==> src/rtl/credit_arbiter_pkg.sv <==
// credit_arbiter_pkg
// Shared constants and helpers for the credit-based two-way arbiter in front of
// shared_resource. No ports; imported by the interface, the order FIFO and the
// arbiter top.
package credit_arbiter_pkg;

  // Requester encodings, also used as the address/id mux select value.
  localparam logic ARB_REQ_1 = 1'b0;
  localparam logic ARB_REQ_2 = 1'b1;

  // Default sizing of the arbiter.
  localparam int DEFAULT_MAX_OUTSTANDING = 4;
  localparam int DEFAULT_ORDER_DEPTH     = 8;

  // Existing bus widths of the shared_resource path (not used by the arbiter).
  localparam int ADDRESS_WIDTH = 32;
  localparam int ID_WIDTH      = 4;
  localparam int DATA_WIDTH    = 32;

  // Credit counters are always 4 bits wide (MAX_OUTSTANDING is 1..15).
  localparam int CREDIT_WIDTH = 4;
  typedef logic [CREDIT_WIDTH-1:0] credit_t;

  // Round-robin: after a grant the other requester gets priority.
  function automatic logic other_req(input logic req);
    return ~req;
  endfunction

endpackage

==> src/rtl/credit_arbiter_if.sv <==
// credit_arbiter_if
// Bundles the arbiter's request/response handshake and status signals.
//   in_valid_1/2     requester has a request at its pipeline tail
//   in_ready         shared_resource accepts a request this cycle
//   in_resp_valid    shared_resource returns an in-order response
//   out_valid        request issued this cycle
//   out_choice       granted requester / mux select (0 = req 1, 1 = req 2)
//   out_stall_1/2    hold the corresponding pipeline
//   out_resp_choice  owner of the current response
//   out_credits_1/2  remaining credits per requester
//   out_error        sticky: response seen with nothing outstanding
// Modport master drives the inputs (pipelines/resource side), slave is the arbiter.
interface credit_arbiter_if;
  import credit_arbiter_pkg::*;

  logic    in_valid_1;
  logic    in_valid_2;
  logic    in_ready;
  logic    in_resp_valid;
  logic    out_valid;
  logic    out_choice;
  logic    out_stall_1;
  logic    out_stall_2;
  logic    out_resp_choice;
  credit_t out_credits_1;
  credit_t out_credits_2;
  logic    out_error;

  modport master (
    output in_valid_1, in_valid_2, in_ready, in_resp_valid,
    input  out_valid, out_choice, out_stall_1, out_stall_2,
    input  out_resp_choice, out_credits_1, out_credits_2, out_error
  );

  modport slave (
    input  in_valid_1, in_valid_2, in_ready, in_resp_valid,
    output out_valid, out_choice, out_stall_1, out_stall_2,
    output out_resp_choice, out_credits_1, out_credits_2, out_error
  );

endinterface

==> src/rtl/credit_arbiter_order_fifo.sv <==
// credit_arbiter_order_fifo
// 1-bit wide in-order FIFO recording which requester owns each issued request.
//   clk, rst      clock, asynchronous active-high reset
//   push_i        write push_data_i (accepted when not full, or when popping)
//   push_data_i   owner of the issued request
//   pop_i         retire the head entry (ignored when empty)
//   head_o        head entry, 0 when empty
//   count_o       number of stored entries (0..DEPTH)
module credit_arbiter_order_fifo #(
  parameter int DEPTH = 8
) (
  input  logic                     clk,
  input  logic                     rst,
  input  logic                     push_i,
  input  logic                     push_data_i,
  input  logic                     pop_i,
  output logic                     head_o,
  output logic [$clog2(DEPTH):0]   count_o
);

  localparam int AW = $clog2(DEPTH);
  localparam int CW = AW + 1;

  logic          mem_q [DEPTH];
  logic [AW-1:0] rd_ptr_q;
  logic [AW-1:0] wr_ptr_q;
  logic [CW-1:0] count_q;
  logic          do_push;
  logic          do_pop;

  // A pop in the same cycle frees the slot being written, so a full FIFO
  // may still accept a push; the head is read before the edge overwrites it.
  assign do_pop  = pop_i && (count_q != '0);
  assign do_push = push_i && ((count_q != CW'(DEPTH)) || do_pop);

  always_ff @(posedge clk or posedge rst) begin
    if (rst) begin
      rd_ptr_q <= '0;
      wr_ptr_q <= '0;
      count_q  <= '0;
    end else begin
      // Pointers wrap naturally because DEPTH is a power of two.
      if (do_push) wr_ptr_q <= wr_ptr_q + 1'b1;
      if (do_pop)  rd_ptr_q <= rd_ptr_q + 1'b1;
      case ({do_push, do_pop})
        2'b10:   count_q <= count_q + 1'b1;
        2'b01:   count_q <= count_q - 1'b1;
        default: count_q <= count_q;
      endcase
    end
  end

  // Storage needs no reset: an entry is only read once it has been written.
  always_ff @(posedge clk) begin
    if (do_push) mem_q[wr_ptr_q] <= push_data_i;
  end

  assign head_o  = (count_q == '0) ? 1'b0 : mem_q[rd_ptr_q];
  assign count_o = count_q;

endmodule

==> src/rtl/credit_arbiter.sv <==
// credit_arbiter
// Round-robin two-way arbiter gated by per-requester outstanding credits, with
// an in-order FIFO attributing each shared_resource response to its requester.
//   clk    clock
//   reset  asynchronous active-high reset
//   bus    credit_arbiter_if.slave: requests, ready, responses in; grant,
//          mux select, stalls, response owner, credits and error out
module credit_arbiter
  import credit_arbiter_pkg::*;
#(
  parameter int MAX_OUTSTANDING = DEFAULT_MAX_OUTSTANDING,
  parameter int ORDER_DEPTH     = DEFAULT_ORDER_DEPTH
) (
  input  logic             clk,
  input  logic             reset,
  credit_arbiter_if.slave  bus
);

  localparam int      CW         = $clog2(ORDER_DEPTH) + 1;
  localparam credit_t CREDIT_MAX = CREDIT_WIDTH'(MAX_OUTSTANDING);

  logic          ptr_q;
  logic          ptr_d;
  logic          error_q;
  logic [CW-1:0] count;
  logic          head;
  logic          pop;
  logic          space;
  logic          grant;
  logic          sel;
  logic          choice;
  logic [1:0]    valid;
  logic [1:0]    elig;
  logic [1:0][CREDIT_WIDTH-1:0] credits;

  assign valid = {bus.in_valid_2, bus.in_valid_1};

  // Popping this cycle frees a slot, so a full FIFO does not block a grant.
  assign pop   = bus.in_resp_valid && (count != '0);
  assign space = (count < CW'(ORDER_DEPTH)) || bus.in_resp_valid;

  always_comb begin
    sel = ptr_q;
    if (elig == 2'b11)  sel = ptr_q;
    else if (elig[0])   sel = ARB_REQ_1;
    else if (elig[1])   sel = ARB_REQ_2;
  end

  assign grant  = bus.in_ready && space && (elig != 2'b00);
  // Idle cycles present the priority pointer on the mux select.
  assign choice = grant ? sel : ptr_q;
  assign ptr_d  = grant ? other_req(choice) : ptr_q;

  // Per-requester credit counters.
  for (genvar gi = 0; gi < 2; gi++) begin : g_credit
    credit_t credit_q;
    credit_t credit_d;
    logic    dec;
    logic    inc;

    assign elig[gi] = valid[gi] && (credit_q != '0);
    assign dec      = grant && (choice == 1'(gi));
    // Only a real pop returns a credit; responses with an empty FIFO do not.
    assign inc      = pop && (head == 1'(gi));

    always_comb begin
      credit_d = credit_q;
      if (dec && !inc)
        credit_d = credit_q - 1'b1;
      else if (inc && !dec && (credit_q != CREDIT_MAX))
        credit_d = credit_q + 1'b1;
    end

    always_ff @(posedge clk or posedge reset) begin
      if (reset) credit_q <= CREDIT_MAX;
      else       credit_q <= credit_d;
    end

    assign credits[gi] = credit_q;
  end

  always_ff @(posedge clk or posedge reset) begin
    if (reset) begin
      ptr_q   <= ARB_REQ_1;
      error_q <= 1'b0;
    end else begin
      ptr_q <= ptr_d;
      if (bus.in_resp_valid && (count == '0)) error_q <= 1'b1;
    end
  end

  credit_arbiter_order_fifo #(
    .DEPTH (ORDER_DEPTH)
  ) u_order_fifo (
    .clk         (clk),
    .rst         (reset),
    .push_i      (grant),
    .push_data_i (choice),
    .pop_i       (bus.in_resp_valid),
    .head_o      (head),
    .count_o     (count)
  );

  assign bus.out_valid       = grant;
  assign bus.out_choice      = choice;
  assign bus.out_stall_1     = bus.in_valid_1 && !(grant && (choice == ARB_REQ_1));
  assign bus.out_stall_2     = bus.in_valid_2 && !(grant && (choice == ARB_REQ_2));
  assign bus.out_resp_choice = head;
  assign bus.out_credits_1   = credits[0];
  assign bus.out_credits_2   = credits[1];
  assign bus.out_error       = error_q;

endmodule

==> src/flat_wrapper.sv <==
// flat-port wrapper written by rule: the top's interface ports become plain ports
module credit_arbiter_flat import credit_arbiter_pkg::*;
#(
  parameter int MAX_OUTSTANDING = DEFAULT_MAX_OUTSTANDING,
  parameter int ORDER_DEPTH     = DEFAULT_ORDER_DEPTH
)
  (clk, reset, bus_in_valid_1, bus_in_valid_2, bus_in_ready, bus_in_resp_valid, bus_out_valid, bus_out_choice, bus_out_stall_1, bus_out_stall_2, bus_out_resp_choice, bus_out_credits_1, bus_out_credits_2, bus_out_error);
  credit_arbiter_if bus_i ();
  input  logic clk;
  input  logic reset;
  input wire logic [$bits(bus_i.in_valid_1)-1:0] bus_in_valid_1;
  input wire logic [$bits(bus_i.in_valid_2)-1:0] bus_in_valid_2;
  input wire logic [$bits(bus_i.in_ready)-1:0] bus_in_ready;
  input wire logic [$bits(bus_i.in_resp_valid)-1:0] bus_in_resp_valid;
  output wire logic [$bits(bus_i.out_valid)-1:0] bus_out_valid;
  output wire logic [$bits(bus_i.out_choice)-1:0] bus_out_choice;
  output wire logic [$bits(bus_i.out_stall_1)-1:0] bus_out_stall_1;
  output wire logic [$bits(bus_i.out_stall_2)-1:0] bus_out_stall_2;
  output wire logic [$bits(bus_i.out_resp_choice)-1:0] bus_out_resp_choice;
  output wire logic [$bits(bus_i.out_credits_1)-1:0] bus_out_credits_1;
  output wire logic [$bits(bus_i.out_credits_2)-1:0] bus_out_credits_2;
  output wire logic [$bits(bus_i.out_error)-1:0] bus_out_error;
  assign bus_i.in_valid_1 = bus_in_valid_1;
  assign bus_i.in_valid_2 = bus_in_valid_2;
  assign bus_i.in_ready = bus_in_ready;
  assign bus_i.in_resp_valid = bus_in_resp_valid;
  assign bus_out_valid = bus_i.out_valid;
  assign bus_out_choice = bus_i.out_choice;
  assign bus_out_stall_1 = bus_i.out_stall_1;
  assign bus_out_stall_2 = bus_i.out_stall_2;
  assign bus_out_resp_choice = bus_i.out_resp_choice;
  assign bus_out_credits_1 = bus_i.out_credits_1;
  assign bus_out_credits_2 = bus_i.out_credits_2;
  assign bus_out_error = bus_i.out_error;
  credit_arbiter #(.MAX_OUTSTANDING(MAX_OUTSTANDING), .ORDER_DEPTH(ORDER_DEPTH)) u_core (.clk(clk), .reset(reset), .bus(bus_i));
endmodule
==> config.mk <==
export PLATFORM = sky130hd
export DESIGN_NAME = credit_arbiter_flat
export DESIGN_NICKNAME = d
export VERILOG_FILES = /design/src/rtl/credit_arbiter_pkg.sv /design/src/rtl/credit_arbiter_if.sv /design/src/rtl/credit_arbiter_order_fifo.sv /design/src/rtl/credit_arbiter.sv /design/src/flat_wrapper.sv
export SDC_FILE = /design/constraint.sdc
export NUM_CORES = 1
export LEC_CHECK = 0
export CORE_MARGIN = 2
export CORE_UTILIZATION = 25
export CTS_CLUSTER_DIAMETER = 50
export DETAILED_ROUTE_END_ITERATION = 12
export GPL_TIMING_DRIVEN = 0
export PLACE_DENSITY_LB_ADDON = 0.05
export RECOVER_POWER = 100
export SYNTH_ARGS = -nofsm -noshare
export SYNTH_HDL_FRONTEND = slang
export SYNTH_SLANG_ARGS = --single-unit
==> constraint.sdc <==
create_clock -name clk -period 3.4 [get_ports clk]
set_input_delay 1.02 -clock clk [delete_from_list [all_inputs] [get_ports clk]]
set_output_delay 1.02 -clock clk [all_outputs]
set_load 0.02 [all_outputs]
# Yosys cells after proc, flatten, opt, wreduce, memory -nomap -nowiden
# Memories as Yosys holds them, arrays and structs flattened.
# Index checks and enable logic that the tools add are counted.
[op_classes]
eq_ne = 6
n_div = 0
reduce_logical = 33
multipliers = 0
n_shift = 0
bitwise = 2
order_cmp = 1
addsub = 8
mux = 12
[op_table]
columns = ["cell", "count"]
rows = [
  ["$logic_and A1 B1 Y1", 19],
  ["$mux W4", 4],
  ["$add A4 B1 Y4 const B", 3],
  ["$reduce_bool A4 Y1", 3],
  ["$sub A4 B1 Y4 const B", 3],
  ["$ne A4 B3 Y1 const B", 2],
  ["$pmux W4 S2", 1],
  ["$reduce_bool A2 Y1", 4],
  ["$mux W1", 7],
  ["$add A3 B1 Y3 const B", 2],
  ["$eq A2 B2 Y1 const B", 2],
  ["$logic_not A1 Y1", 4],
  ["$logic_not A4 Y1", 1],
  ["$lt A4 B4 Y1 const B", 1],
  ["$ne A4 B4 Y1 const B", 1],
  ["$eq A2 B1 Y1 const B", 1],
  ["$logic_or A1 B1 Y1", 2],
  ["$not A1 Y1", 2],
]
[totals]
regBits = 20
ramBits = 8
latch_bits = 0
mem_bits_ro = 0
mem_count = 1
word_cells = 70
[mem_list]
columns = ["name", "words", "word_bits", "rd", "rd_clocked_by_memory_dff", "write_ports", "line", "source"]
rows = [
  ["u_core.u_order_fifo.mem_q", 8, 1, 1, 0, 1, "credit_arbiter_order_fifo.sv:24", "logic mem_q [DEPTH];"],
]

# Logic depth before layout (Yosys ltp)
[depth]
word_depth = 13
ltp_mapped = 12

# By module
# From an unflattened synthesis, not the netlist that was laid out.
[unflattened]
cells_unflattened = 156
hier_area_um2 = 1793.0
[by_module_without_submodules]
columns = ["mod", "area_each_um2", "cells_each", "instances"]
rows = [
  ["credit_arbiter_order_fifo", 959.7, 75, 1],
  ["credit_arbiter", 833.3, 81, 1],
]

# Least setup slack after synthesis
# OpenSTA, ideal clock, no wires.
[synth_timing]
kind = "input to output"
from = "in bus_in_resp_valid"
to = "out bus_out_choice"
cell_stages = 3
arrival_time_ps = 2226
path_buffers = 0
path_slack_ps = 154
path_cell_list = "nand2b_1 -> and3_1 -> o21ai_0"
[synth_between]
elab_chain_cells = 4
[synth_lines]
columns = ["element", "line", "source"]
rows = [
  ["start: declaration", "flat_wrapper.sv:14", "input wire logic [$bits(bus_i.in_resp_valid)-1:0] bus_in_resp_valid;"],
  ["$logic_or A1 B1 Y1", "credit_arbiter.sv:40", "assign space = (count < CW'(ORDER_DEPTH)) || bus.in_resp_valid;"],
  ["$logic_and A1 B1 Y1 (2 in a row)", "credit_arbiter.sv:49", "assign grant = bus.in_ready && space && (elig != 2'b00);"],
  ["$mux W1", "credit_arbiter.sv:51", "assign choice = grant ? sel : ptr_q;"],
  ["end: declaration", "flat_wrapper.sv:16", "output wire logic [$bits(bus_i.out_choice)-1:0] bus_out_choice;"],
]
# No other way between the ends.

# Worst setup path in the final report
[layout_timing]
from = "reg u_core.u_order_fifo.rd_ptr_q[0]"
to = "out bus_out_resp_choice"
[layout_between]
elab_chain_cells = 2
[layout_lines]
columns = ["element", "line", "source"]
rows = [
  ["start: declaration", "credit_arbiter_order_fifo.sv:25", "logic [AW-1:0] rd_ptr_q;"],
  ["start signal: assignment", "credit_arbiter_order_fifo.sv:44", "if (do_pop) rd_ptr_q <= rd_ptr_q + 1'b1;"],
  ["$mem_v2 Z8 W1", "--", ""],
  ["$mux W1", "credit_arbiter_order_fifo.sv:58", "assign head_o = (count_q == '0) ? 1'b0 : mem_q[rd_ptr_q];"],
  ["end: declaration", "flat_wrapper.sv:19", "output wire logic [$bits(bus_i.out_resp_choice)-1:0] bus_out_resp_choice;"],
]
# No other way between the ends.

==> impl_metrics.toml <==
[synthesis]
synth.distinct_cells = 46
async_flop_share_pct = 71.4
synth_ff_type = "dfrtp_1"
synth.area.top_cells = "dfrtp_1 26%, edfxtp_1 14%, ha_1 5.7%"
seq_area_frac_synth_pct = 42.2
synth_seq_cells = 28
yosysWarnings = 0
syn_inst = 160
synth_fp_nets = 177
avgSynthCellArea_um2 = 11.0
synthTopCellsByCount = "18 x dfrtp_1, 14 x nand2_1, 11 x xnor2_1"
yosysMostFrequentCell = "dfrtp_1"
yosysTopAreaCellShare_pct = 25.6
synth_top_area_cell = "dfrtp_1"
synth_edf_count = 8
synth_area_mm2 = 0.00176

[final_layout]
fin_nets = 210
syn_to_final_growth_pct = 22.4
fill_cells = 712
regArea_um2 = 743
final_cells = 288
multi_input_area_um2 = 963
utilization_pct = 31.7
drive_gt1_share_pct = 15.1
diodes = 0

[worst_hold_path]
holdPathStages = 1
hold_class = "reg2reg"

[sta]
clock.fmax_ghz = 0.305
fin_skew_ps = 11.3
fin_hold_ws_ps = 467
rsz0062_at_grt = "false"
max-slew-margin-rel_pct = 41.8
period_needed_ps = 3280
fin_setup_tns_ps = 0
fin_ws_ps = 122
final-hold-violation-count = 0
setup_viol = 0
worstMarginPinSlew_ps = 872
slew_viol_final = 0
fin_crit_sh_pct = 96.4

[clock_network]
cts_inserted_buffers = 3
cts-root-buf = "clkbuf_8"
ctsHtreeMaxLevel = 1
cts.reportedPaths.clkPinSlew_ps = 100
clk_path_buf_depth = 2
cts_tree = "yes"
clock-sinks = 28
clock_latency_ps = 270

[placed_design]
placed_cells = 275
gp_congestion = 0.709
port_buffers = 19
pre_cts_ws_ps = -1120
hpwl_um = 2850

[worst_setup_path]
required_ps = 2380
worstPathMaxFanout = 5
arrival_ps = 2260
worstSetupEndpointType = "output pin"
reg2regPathDepth = 12
setup.worst_path.class = "reg2out"
ff2ff_setup_slack_ps = 290
cp-start-kind = "flop"

[drt]
first_pass_iters = 3
wl_per_cell_um = 13.3
vias_per_cell = 4.40
drtAntennaViolNets = 0
drt_iter0_markers = 21
drc = 0
routed_wl_um = 3830
vias = 1267

[floorplanning]
io_pins = 20
die_x_um = 87.9
rows = 30
dieArea_mm2 = 0.00773
initial_core_util_pct = 25.9
core_area_mm2 = 0.00679
die_h_um = 87.9

[grt]
grt_pass1_vias = 1369
antenna_found_initial = 0
grt_overflow = 0
grt_pass1_wl_um = 6610
grt_start_max_net_pins = 21
track_usage_pct = 11.1

[power]
vdd_drop_max_v = 0.000346
leakagePower_nw = 0.906
powerDensity_mw_per_mm2 = 927

[job]
drv_cap = 0

[status]
status = "finished, final reports clean"
## final cells by class
| class | instances | share of cell area, % |
|---|---|---|
| sequential | 28 | 34.5 |
| multi-input combinational | 119 | 44.7 |
| inverter | 12 | 2.21 |
| timing repair buffer | 28 | 10.7 |
| tap | 96 | 5.57 |
| buffer | 1 | 0.232 |
| clock buffer | 4 | 2.09 |
## worst max-delay path, cell delays in order, from the launching register on
cell and delay, ps:
dfrtp_1 360, clkbuf_2 190, mux2_2 350, o22ai_1 400, nor3_1 140, clkdlybuf4s50_1 560
## path summary, 6_finish.rpt
path / startpoint / to
setup / recovery: u_core.u_order_fifo.rd_ptr_q[0]$_DFFE_PP0N_ / bus_out_resp_choice
hold / removal: u_core.bus.out_error$_DFFE_PP0P_ / u_core.bus.out_error$_DFFE_PP0P_
setup reg to reg: u_core.u_order_fifo.rd_ptr_q[0]$_DFFE_PP0N_ / u_core.bus.out_credits_1[3]$_DFFE_PP0P_
hold reg to reg: u_core.bus.out_error$_DFFE_PP0P_ / u_core.bus.out_error$_DFFE_PP0P_
max in group asynchronous: reset / u_core.u_order_fifo.wr_ptr_q[0]$_DFFE_PP0P_
min in group asynchronous: reset / u_core.ptr_q$_DFFE_PP0N_
## cells in the final DEF, fill, tap and decap left out, types with 5 or more instances in the layout
cell | synthesis | layout
a21oi_1 | 5 | 5
inv_1 | 10 | 11
a21o_1 | 6 | 6
nor2_1 | 7 | 6
mux2i_1 | 7 | 7
buf_4 | 0 | 7
clkbuf_1 | 0 | 5
dfrtp_1 | 18 | 18
nand2b_1 | 8 | 7
edfxtp_1 | 8 | 8
dlygate4sd3_1 | 0 | 10
nor3_1 | 8 | 8
nand2_1 | 14 | 15
ha_1 | 8 | 8
xnor2_1 | 11 | 12
## power by group
part           leakage, nW  internal [W]  total [W]  switching [W]
clock network       0.0228     0.0000840   0.000187       0.000103
logic                0.579      0.000533    0.00111       0.000574
registers            0.304      0.000512   0.000705       0.000192
total                0.906       0.00113    0.00200       0.000869
## metal layers
| metal | share of wire, % | GRT usage [%] | vias to the layer above |
|---|---|---|---|
| met3 | 1.5 | 1.70 | 4 |
| met4 | 1.1 | 3.78 | 0 |
| met5 | 0 | 0 | - |
| met1 | 49 | 14.6 | 618 |
| met2 | 49 | 18.7 | 10 |
| li1 | - | - | 635 |
## stage by stage
step / total power, W / instance area [um^2]
6_report: 0.00200 / 2160
5_1_grt: 0.00220 / 2160
4_1_cts: 0.00209 / 2210
3_5_place_dp: 0.00182 / 2070
3_3_place_gp: 0.00178 / 2070
2_1_floorplan: 0.00146 / 1760
## flip-flops by register name (all words and copies together), names as in the netlist
signal / cells
u_core.bus.out_credits_1: 4
u_core.bus.out_credits_2: 4
u_core.bus.out_error: 1
u_core.ptr_q: 1
u_core.u_order_fifo.count_o: 4
u_core.u_order_fifo.mem_q: 8
u_core.u_order_fifo.rd_ptr_q: 3
u_core.u_order_fifo.wr_ptr_q: 3
## logic make-up (layout without fill, tap and decap cells)
logic type,count (synthesis),after routing,synth area share [%]
AOI/OAI and AO/OA,29,29,14.7
xor gates and xnor gates,15,15,8.52
adders and majority gates,11,11,9.09
buffers and inverters,13,45,2.98
DFF,28,28,42.2
muxes,11,11,6.53
and+or+nand+nor,53,53,16.0
## what timing repair did
| action | in CTS | in global routing |
|---|---|---|
| resized for setup | 20 | 6 |
| hold endpoints to repair | 0 | 0 |
| setup endpoints to repair | 6 | 4 |
| gates cloned | 0 | 0 |
| hold buffers | 0 | 0 |
| buffers inserted | 9 | 0 |
| pin swaps | 3 | 0 |
No activity file was read; power rests on OpenSTA's default activity.
